--- src/rtl/fp_round_arbiter.sv ---
`default_nettype none
// ============================================================================
// Module   : fp_round_arbiter
// Purpose  : Shares one floating_point_rounder among NUM_REQ FP execution
//            units. Requesters are served round-robin over valid/ready
//            handshakes. The rounding mode of each operation is resolved
//            against the global dynamic mode. The rounded result is held in a
//            single output register that feeds the exponent-adjust/pack stage.
// Ports    : clk, rst           clock, synchronous active-high reset
//            frm                global dynamic rounding mode
//            req_valid/ready    per-requester handshake
//            req_mantissa/grs/  per-requester payload, packed by slice
//            sign/rm/tag
//            out_valid/ready    result handshake
//            out_mantissa       24-bit rounded mantissa (bit 23 = carry)
//            out_inexact        guard|round|sticky of the accepted operation
//            out_invalid_rm     effective rounding mode was illegal
//            out_id, out_tag    granted requester index and its tag
// Revision : 1.0 - initial release
// ============================================================================
module fp_round_arbiter #(
    parameter int NUM_REQ = 3,
    parameter int TAG_W   = 4
) (
    input  logic                       clk,
    input  logic                       rst,
    input  logic [2:0]                 frm,
    input  logic [NUM_REQ-1:0]         req_valid,
    output logic [NUM_REQ-1:0]         req_ready,
    input  logic [NUM_REQ*23-1:0]      req_mantissa,
    input  logic [NUM_REQ*3-1:0]       req_grs,
    input  logic [NUM_REQ-1:0]         req_sign,
    input  logic [NUM_REQ*3-1:0]       req_rm,
    input  logic [NUM_REQ*TAG_W-1:0]   req_tag,
    output logic                       out_valid,
    input  logic                       out_ready,
    output logic [23:0]                out_mantissa,
    output logic                       out_inexact,
    output logic                       out_invalid_rm,
    output logic [$clog2(NUM_REQ)-1:0] out_id,
    output logic [TAG_W-1:0]           out_tag
);

    localparam int         c_ID_W   = $clog2(NUM_REQ);
    localparam logic [2:0] c_RM_DYN = 3'b111;

    logic [c_ID_W-1:0] r_ptr;
    logic              r_out_valid;
    logic [23:0]       r_out_mantissa;
    logic              r_out_inexact;
    logic              r_out_invalid_rm;
    logic [c_ID_W-1:0] r_out_id;
    logic [TAG_W-1:0]  r_out_tag;

    logic               w_found;
    logic [c_ID_W-1:0]  w_gnt_id;
    logic [NUM_REQ-1:0] w_grant;
    logic [22:0]        w_mant;
    logic [2:0]         w_grs;
    logic               w_sign;
    logic [2:0]         w_rm;
    logic [TAG_W-1:0]   w_tag;
    logic [2:0]         w_eff_rm;
    logic [23:0]        w_rnd_result;
    logic               w_rnd_inexact;
    logic               w_rnd_invalid;
    logic               w_accept;
    logic               w_xfer;

    // Round-robin scan starting at r_ptr+1. The first loop picks the lowest
    // valid index at or below the pointer (the wrapped part of the scan).
    // The second loop overrides it with the lowest valid index above the
    // pointer, which comes first in scan order.
    always_comb begin
        w_found  = 1'b0;
        w_gnt_id = '0;
        for (int i = NUM_REQ - 1; i >= 0; i--) begin
            if (req_valid[i] && (c_ID_W'(i) <= r_ptr)) begin
                w_found  = 1'b1;
                w_gnt_id = c_ID_W'(i);
            end
        end
        for (int i = NUM_REQ - 1; i >= 0; i--) begin
            if (req_valid[i] && (c_ID_W'(i) > r_ptr)) begin
                w_found  = 1'b1;
                w_gnt_id = c_ID_W'(i);
            end
        end
    end

    // One-hot grant and payload mux for the granted requester.
    always_comb begin
        w_grant = '0;
        w_mant  = '0;
        w_grs   = '0;
        w_sign  = 1'b0;
        w_rm    = '0;
        w_tag   = '0;
        for (int i = 0; i < NUM_REQ; i++) begin
            if (w_found && (w_gnt_id == c_ID_W'(i))) begin
                w_grant[i] = 1'b1;
                w_mant     = req_mantissa[23*i +: 23];
                w_grs      = req_grs[3*i +: 3];
                w_sign     = req_sign[i];
                w_rm       = req_rm[3*i +: 3];
                w_tag      = req_tag[TAG_W*i +: TAG_W];
            end
        end
    end

    assign w_eff_rm = (w_rm == c_RM_DYN) ? frm : w_rm;

    floating_point_rounder u_rounder (
        .i_mantissa   (w_mant),
        .i_grs        (w_grs),
        .i_sign       (w_sign),
        .i_rm         (w_eff_rm),
        .o_result     (w_rnd_result),
        .o_inexact    (w_rnd_inexact),
        .o_invalid_rm (w_rnd_invalid)
    );

    // The output stage can take a new result when it is empty or draining.
    assign w_accept  = ~r_out_valid | out_ready;
    assign w_xfer    = w_found & w_accept & ~rst;
    assign req_ready = w_grant & {NUM_REQ{w_accept & ~rst}};

    always_ff @(posedge clk) begin
        if (rst) begin
            r_ptr            <= c_ID_W'(NUM_REQ - 1);
            r_out_valid      <= 1'b0;
            r_out_mantissa   <= '0;
            r_out_inexact    <= 1'b0;
            r_out_invalid_rm <= 1'b0;
            r_out_id         <= '0;
            r_out_tag        <= '0;
        end else if (w_xfer) begin
            r_ptr            <= w_gnt_id;
            r_out_valid      <= 1'b1;
            r_out_mantissa   <= w_rnd_result;
            r_out_inexact    <= w_rnd_inexact;
            r_out_invalid_rm <= w_rnd_invalid;
            r_out_id         <= w_gnt_id;
            r_out_tag        <= w_tag;
        end else if (out_ready) begin
            r_out_valid <= 1'b0;
        end
    end

    assign out_valid      = r_out_valid;
    assign out_mantissa   = r_out_mantissa;
    assign out_inexact    = r_out_inexact;
    assign out_invalid_rm = r_out_invalid_rm;
    assign out_id         = r_out_id;
    assign out_tag        = r_out_tag;

endmodule

// ============================================================================
// Module   : floating_point_rounder
// Purpose  : Rounds a normalized 23-bit mantissa using guard/round/sticky
//            bits. The result is 24 bits wide, so a round-up of all-ones
//            shows up as a carry in bit 23. Illegal modes truncate.
// Ports    : i_mantissa, i_grs, i_sign, i_rm -> o_result, o_inexact,
//            o_invalid_rm
// Revision : 1.0 - initial release
// ============================================================================
module floating_point_rounder (
    input  logic [22:0] i_mantissa,
    input  logic [2:0]  i_grs,
    input  logic        i_sign,
    input  logic [2:0]  i_rm,
    output logic [23:0] o_result,
    output logic        o_inexact,
    output logic        o_invalid_rm
);

    localparam logic [2:0] c_RNE = 3'b000;
    localparam logic [2:0] c_RTZ = 3'b001;
    localparam logic [2:0] c_RDN = 3'b010;
    localparam logic [2:0] c_RUP = 3'b011;
    localparam logic [2:0] c_RMM = 3'b100;

    logic w_guard;
    logic w_any;
    logic w_up;

    assign w_guard   = i_grs[2];
    assign w_any     = |i_grs;
    assign o_inexact = w_any;

    always_comb begin
        w_up         = 1'b0;
        o_invalid_rm = 1'b0;
        case (i_rm)
            // Ties go to the even value, so the mantissa LSB breaks the tie.
            c_RNE: w_up = w_guard & (i_grs[1] | i_grs[0] | i_mantissa[0]);
            c_RTZ: w_up = 1'b0;
            c_RDN: w_up = i_sign & w_any;
            c_RUP: w_up = ~i_sign & w_any;
            c_RMM: w_up = w_guard;
            default: begin
                w_up         = 1'b0;
                o_invalid_rm = 1'b1;
            end
        endcase
    end

    assign o_result = {1'b0, i_mantissa} + {23'd0, w_up};

endmodule
`default_nettype wire
--- config.mk ---
export PLATFORM = sky130hd
export DESIGN_NAME = fp_round_arbiter
export DESIGN_NICKNAME = d
export VERILOG_FILES = /design/src/rtl/fp_round_arbiter.sv
export SDC_FILE = /design/constraint.sdc
export NUM_CORES = 1
export LEC_CHECK = 0
export ABC_AREA = 1
export CAP_MARGIN = 20
export CORE_ASPECT_RATIO = 1.2
export CORE_MARGIN = 1.5
export CORE_UTILIZATION = 44
export CTS_BUF_LIST = sky130_fd_sc_hd__clkbuf_8
export DETAILED_ROUTE_END_ITERATION = 8
export PLACE_DENSITY = 0.89
export SLEW_MARGIN = 20
export SYNTH_ARGS = -nofsm -noshare
export SYNTH_HDL_FRONTEND = slang
export SYNTH_SLANG_ARGS = --single-unit
export TNS_END_PERCENT = 50
--- constraint.sdc ---
create_clock -name clk -period 5.6 [get_ports clk]
set_clock_uncertainty 0.2 [all_clocks]
set_input_delay 1.12 -clock clk [delete_from_list [all_inputs] [get_ports clk]]
set_output_delay 1.12 -clock clk [all_outputs]
set_load 0.01 [all_outputs]
# After elaboration in Yosys (flattened, before gate mapping)
# Index checks and enable logic that the tools add are counted.
# totals
register_bits	35
input_bits	111
out_inout_bits	36
wordCells	83
# classes
addsub	1
order_cmp	6
n_eq_ne	7
n_mux	35
bitwise	13
n_reduce_logical	14
# ops
op	count
23-bit 2-to-1 mux	3
23-bit by 1-bit adder with 24-bit output	1
3-bit 2-to-1 mux	7
1-bit 2-to-1 mux	15
2-bit 2-to-1 mux	6
4-bit 2-to-1 mux	3
1-bit logical AND	9
1-bit bitwise AND	6
3-bit by 2-bit equality test with 1-bit output, second input constant	2
3-bit equality test, second input constant	2
5-bit OR reduction	1
1-bit by 2-bit > comparator with 1-bit output, first input constant	2
1-bit by 2-bit <= comparator with 1-bit output, first input constant	2
1-bit case mux with 4 select lines	1
3-bit bitwise AND	1
3-bit by 1-bit equality test with 1-bit output, second input constant	1
3-bit logical NOT	1
1-bit inverter	3
1-bit OR	3
3-bit OR reduction	1
2-bit by 1-bit equality test with 1-bit output, second input constant	1
2-bit equality test, second input constant	1
2-bit > comparator, first input constant	1
2-bit <= comparator, first input constant	1
other kinds (2)	2

# Longest topological paths before layout
# logic_depth
ltp_word	18
depth_mapped	23
depth_no_buf	22

# By module
# A second synthesis with hierarchy kept.
# hier_totals
cells_unflattened	465
hier_area_um2	2691.3
# by_module_without_submodules
mod	instances	cells_per_inst	area_per_inst_um2	seq_area_each_um2
fp_round_arbiter	1	328	1975.6	680.7
floating_point_rounder	1	137	715.7	0.0

# Worst setup path before layout
# No wires, ideal clock.
# synth_path
path_type	input-to-reg
startpoint	input port req_valid[2]
endpoint	register r_out_mantissa[16] (netlist: out_mantissa[16])
setup_ns	0.059
arrival_ns	3.461
required_time_ns	5.341
setup_slack_ns	1.879
cell_stages	20
path_buffers	1
path_cell_list	a21boi_2 > nand2_2 > clkinv_4 > buf_2 > nand2_1 > nand2_1 > nand3b_1 > nand2_1 > xnor2_1 > nand2_1 > nand2_1 > ha_1 > ha_1 > nand2_1 > nor2_4 > nand2_2 > nor2_1 > xor2_1 > nand2_1 > nand2_1
# synth_via
elab_chain_len	17
elab_cells_between_ends	49
classes_between	1 x add/sub; 6 x eq/ne; 26 x mux; 8 x bitwise; 8 x reduce/logical
# synth_lines
item	line_no	rtl
from (decl)	28	input logic [NUM_REQ-1:0] req_valid,
1-bit logical AND	78	if (req_valid[i] && (c_ID_W'(i) <= r_ptr)) begin
2-bit 2-to-1 mux (3 in series)	78	
2-bit 2-to-1 mux (3 in series)	84	if (req_valid[i] && (c_ID_W'(i) > r_ptr)) begin
2-bit logical NOT	100	if (w_found && (w_gnt_id == c_ID_W'(i))) begin
1-bit logical AND	100	
3-bit 2-to-1 mux (3 in series)	100	
3-bit equality test / 1-bit OR (equally long branches)	111, 197	
3-bit 2-to-1 mux / 1-bit OR (equally long branches)	111, 197	
3-bit equality test, or another cell as far along	195	case (i_rm)
1-bit case mux with 4 select lines	195	
23-bit by 1-bit adder with 24-bit output	209	assign o_result = {1'b0, i_mantissa} + {23'd0, w_up};
to (signal assigned)	140	r_out_mantissa <= w_rnd_result;
to (decl)	49	logic [23:0] r_out_mantissa;
# Several ways; a longest one is shown, not always the timed one.
# A chain may end at the register's enable or synchronous reset.

# Worst setup path after layout
# layout_path
startpoint	input port req_valid[1]
endpoint	output port req_ready[1]
# layout_via
elab_chain_len	10
elab_cells_between_ends	16
classes_between	1 x eq/ne; 11 x mux; 1 x bitwise; 3 x reduce/logical
# layout_lines
item	line_no	rtl
1-bit logical AND	78	
2-bit 2-to-1 mux (2 in series)	78	
2-bit 2-to-1 mux (3 in series)	84	
2-bit by 1-bit equality test with 1-bit output	100	
1-bit logical AND (*)	100	
1-bit 2-to-1 mux (*)	100	
3-bit bitwise AND (*)	126	assign req_ready = w_grant & {NUM_REQ{w_accept & ~rst}};
to (decl)	29	output logic [NUM_REQ-1:0] req_ready,
# Every way passes the cells marked *; elsewhere a longest branch is shown, timed or not.

==> impl_metrics.json <==
{
  "drtIter0Drc": 218,
  "synth_top_area_cell": "dfxtp_1",
  "syn-num-nets": 576,
  "wl_um": 9710,
  "die_area_um2": 6740,
  "placed_area_um2": 4230,
  "ys_ff_latch": 34,
  "grt_max_degree": 38,
  "busiest_layer": "met2",
  "use_met2_pct": 58.1,
  "grt_pass1_vias": 3396,
  "fmax_ghz": 0.214,
  "critPathRequiredTime_ns": 4.28,
  "path_class": "in2out",
  "syn_to_final_growth_pct": 57.9,
  "ys_warn_count": 0,
  "synth-main-ff-cell": "dfxtp_1",
  "post-dp-hpwl_um": 7650,
  "path_clk_slew_ns": 0.06,
  "syn_area_per_cell_um2": 5.95,
  "mostFrequentLayoutCells": "nand2_1, clkdlybuf4s50_1, nand3_1, inv_1, dfxtp_1",
  "clkLatencyLatePin_ns": 0.30,
  "antenna_found_initial": 0,
  "postRouteAntennaNets": 0,
  "vdd_drop_max_uv": 132,
  "hold_viol": 0,
  "min_period_over_period_pct": 83.3,
  "final_nets": 714,
  "power_density_nw_per_um2": 212,
  "slew_headroom_pct": 36.6,
  "cp.arrival_ns": 3.35,
  "mostFrequentLayoutCell": "nand2_1",
  "n_antenna_cell": 0,
  "ys_seq_area_share_pct": 24.7,
  "cts_tree": "done",
  "wl_per_cell_um": 14.2,
  "rsz0062_at_grt": "no",
  "cts_made_buffers": 5,
  "vias": 3562,
  "num-fill-cells": 542,
  "cp-start-kind": "primary input",
  "setup-tns-final_ns": 0,
  "syn_area_um2": 2750,
  "hold_buffers": 0,
  "htreeDepth": 2,
  "synthDistinctLibCells": 35,
  "async_reset_ff_share_pct": 0,
  "cellLeakagePower_nw": 1.87,
  "hold_path.class": "reg2reg",
  "grt.met3_usage_pct": 8.15,
  "coreArea_um2": 6050,
  "cts_root_buf": "clkbuf_8",
  "use_met1_pct": 28.1,
  "start_util_pct": 45.5,
  "crit_fanout": 33,
  "post_cts_buffers": 0,
  "dieHeight_um": 89.6,
  "tightest_slew_ns": 0.950,
  "viasPerCell": 5.21,
  "cap_violations": 0,
  "grt_remaining_overflow": 0,
  "grtUsageTotal_pct": 29.6,
  "synthCells": 463,
  "final-setup-viol-count": 0,
  "gp_congestion": 0.947,
  "worstSetupEndpointType": "primary output",
  "synth-edff-count": 0,
  "dr.pass1.iters": 5,
  "min_period_ns": 4.67,
  "cts.path.max_buffers": 2,
  "synth_top_area_share_pct": 24.7,
  "outcome": "finished clean",
  "synthTopCellsByArea": "dfxtp_1, nand2_1, nand3_1, inv_1, nor2_1",
  "fp.dieW_um": 75.2,
  "rows": 31,
  "drv_slew": 0,
  "grt_pass1_wl_um": 15200,
  "pin_count": 147,
  "final_area_um2": 4350,
  "portBuffers": 146,
  "cts_sinks": 34,
  "drcViolationCount": 0,
  "drive_above_1_share_pct": 9.14,
  "cts_resized": 0
}
==> critical path, stage by stage <==
cell and delay, ns:
clkdlybuf4s50_1 0.60, inv_2 0.04, nor2_1 0.08, nand2_1 0.06, nand2_2 0.46, inv_1 0.18
nor2_1 0.23, clkdlybuf4s50_1 0.58
==> per-layer routing <==
metal,vias to the layer above,share of wire (%)
met1,1612,36
met2,162,54
met4,0,3.4
met5,-,0
li1,1753,-
met3,35,7.1
==> synthesized netlist by cell type, drive strengths merged, types with 5 or more instances <==
| master | instances |
|---|---|
| a21oi | 11 |
| nand3 | 73 |
| nand2 | 188 |
| buf | 13 |
| dfxtp | 34 |
| o21ai | 18 |
| clkbuf | 6 |
| nand4 | 6 |
| xnor2 | 5 |
| inv | 37 |
| xor2 | 5 |
| nor2 | 44 |
==> final timing paths <==
| kind | end | cells past startpoint | slack, ns | start |
|---|---|---|---|---|
| min | out_mantissa[14] | 2 | 0.27 | out_mantissa[14] |
| max reg2reg | out_mantissa[16] | 21 | 1.83 | r_ptr[1] |
| max | req_ready[1] | 8 | 0.93 | req_valid[1] |
| min reg2reg | out_mantissa[14] | 2 | 0.27 | out_mantissa[14] |
==> kinds of logic after synthesis <==
group,count (synthesis),share of synthesized area [%]
adders and majority gates,2,0.909
and+or+nand+nor,319,53.0
buffers and inverters,58,9.77
DFF,34,24.7
AOI/OAI and AO/OA,40,8.36
xor gates and xnor gates,10,3.18
==> area by class of cell <==
cell class | instances | area, um2 | area share, %
Inverter | 39 | 151 | 3.48
Sequential cell | 34 | 681 | 15.7
Tap cell | 82 | 103 | 2.36
Timing Repair Buffer | 150 | 1490 | 34.3
Clock buffer | 5 | 68.8 | 1.58
Clock inverter | 3 | 45.0 | 1.04
Multi-Input combinational cell | 371 | 1810 | 41.5
==> stage by stage <==
step	worst slack (ns)	hold WS, ns	utilization [%]	total power [W]	instances
floorplan	1.88	0.284	-	0.000500	463
global route	0.658	0.293	71.8	0.000969	684
CTS	0.955	0.273	71.8	0.000918	684
global placement	0.988	0.254	69.9	0.000678	676
detailed placement	0.729	0.262	69.9	0.000687	676
finish	0.932	0.270	71.8	0.000919	684
==> report_power, final <==
| part | switching [W] | internal, W | leakage [nW] |
|---|---|---|---|
| sequential | 0.0000185 | 0.000275 | 0.284 |
| clock | 0.0000992 | 0.000132 | 0.0504 |
| combinational | 0.000203 | 0.000191 | 1.54 |
==> registers in the layout (all words and copies together), names as in the netlist <==
signal and count:
out_valid 1, out_mantissa 24, r_ptr 2, out_invalid_rm 1
out_id 1, out_inexact 1, out_tag 4
Power figures use the tool's default switching activity.
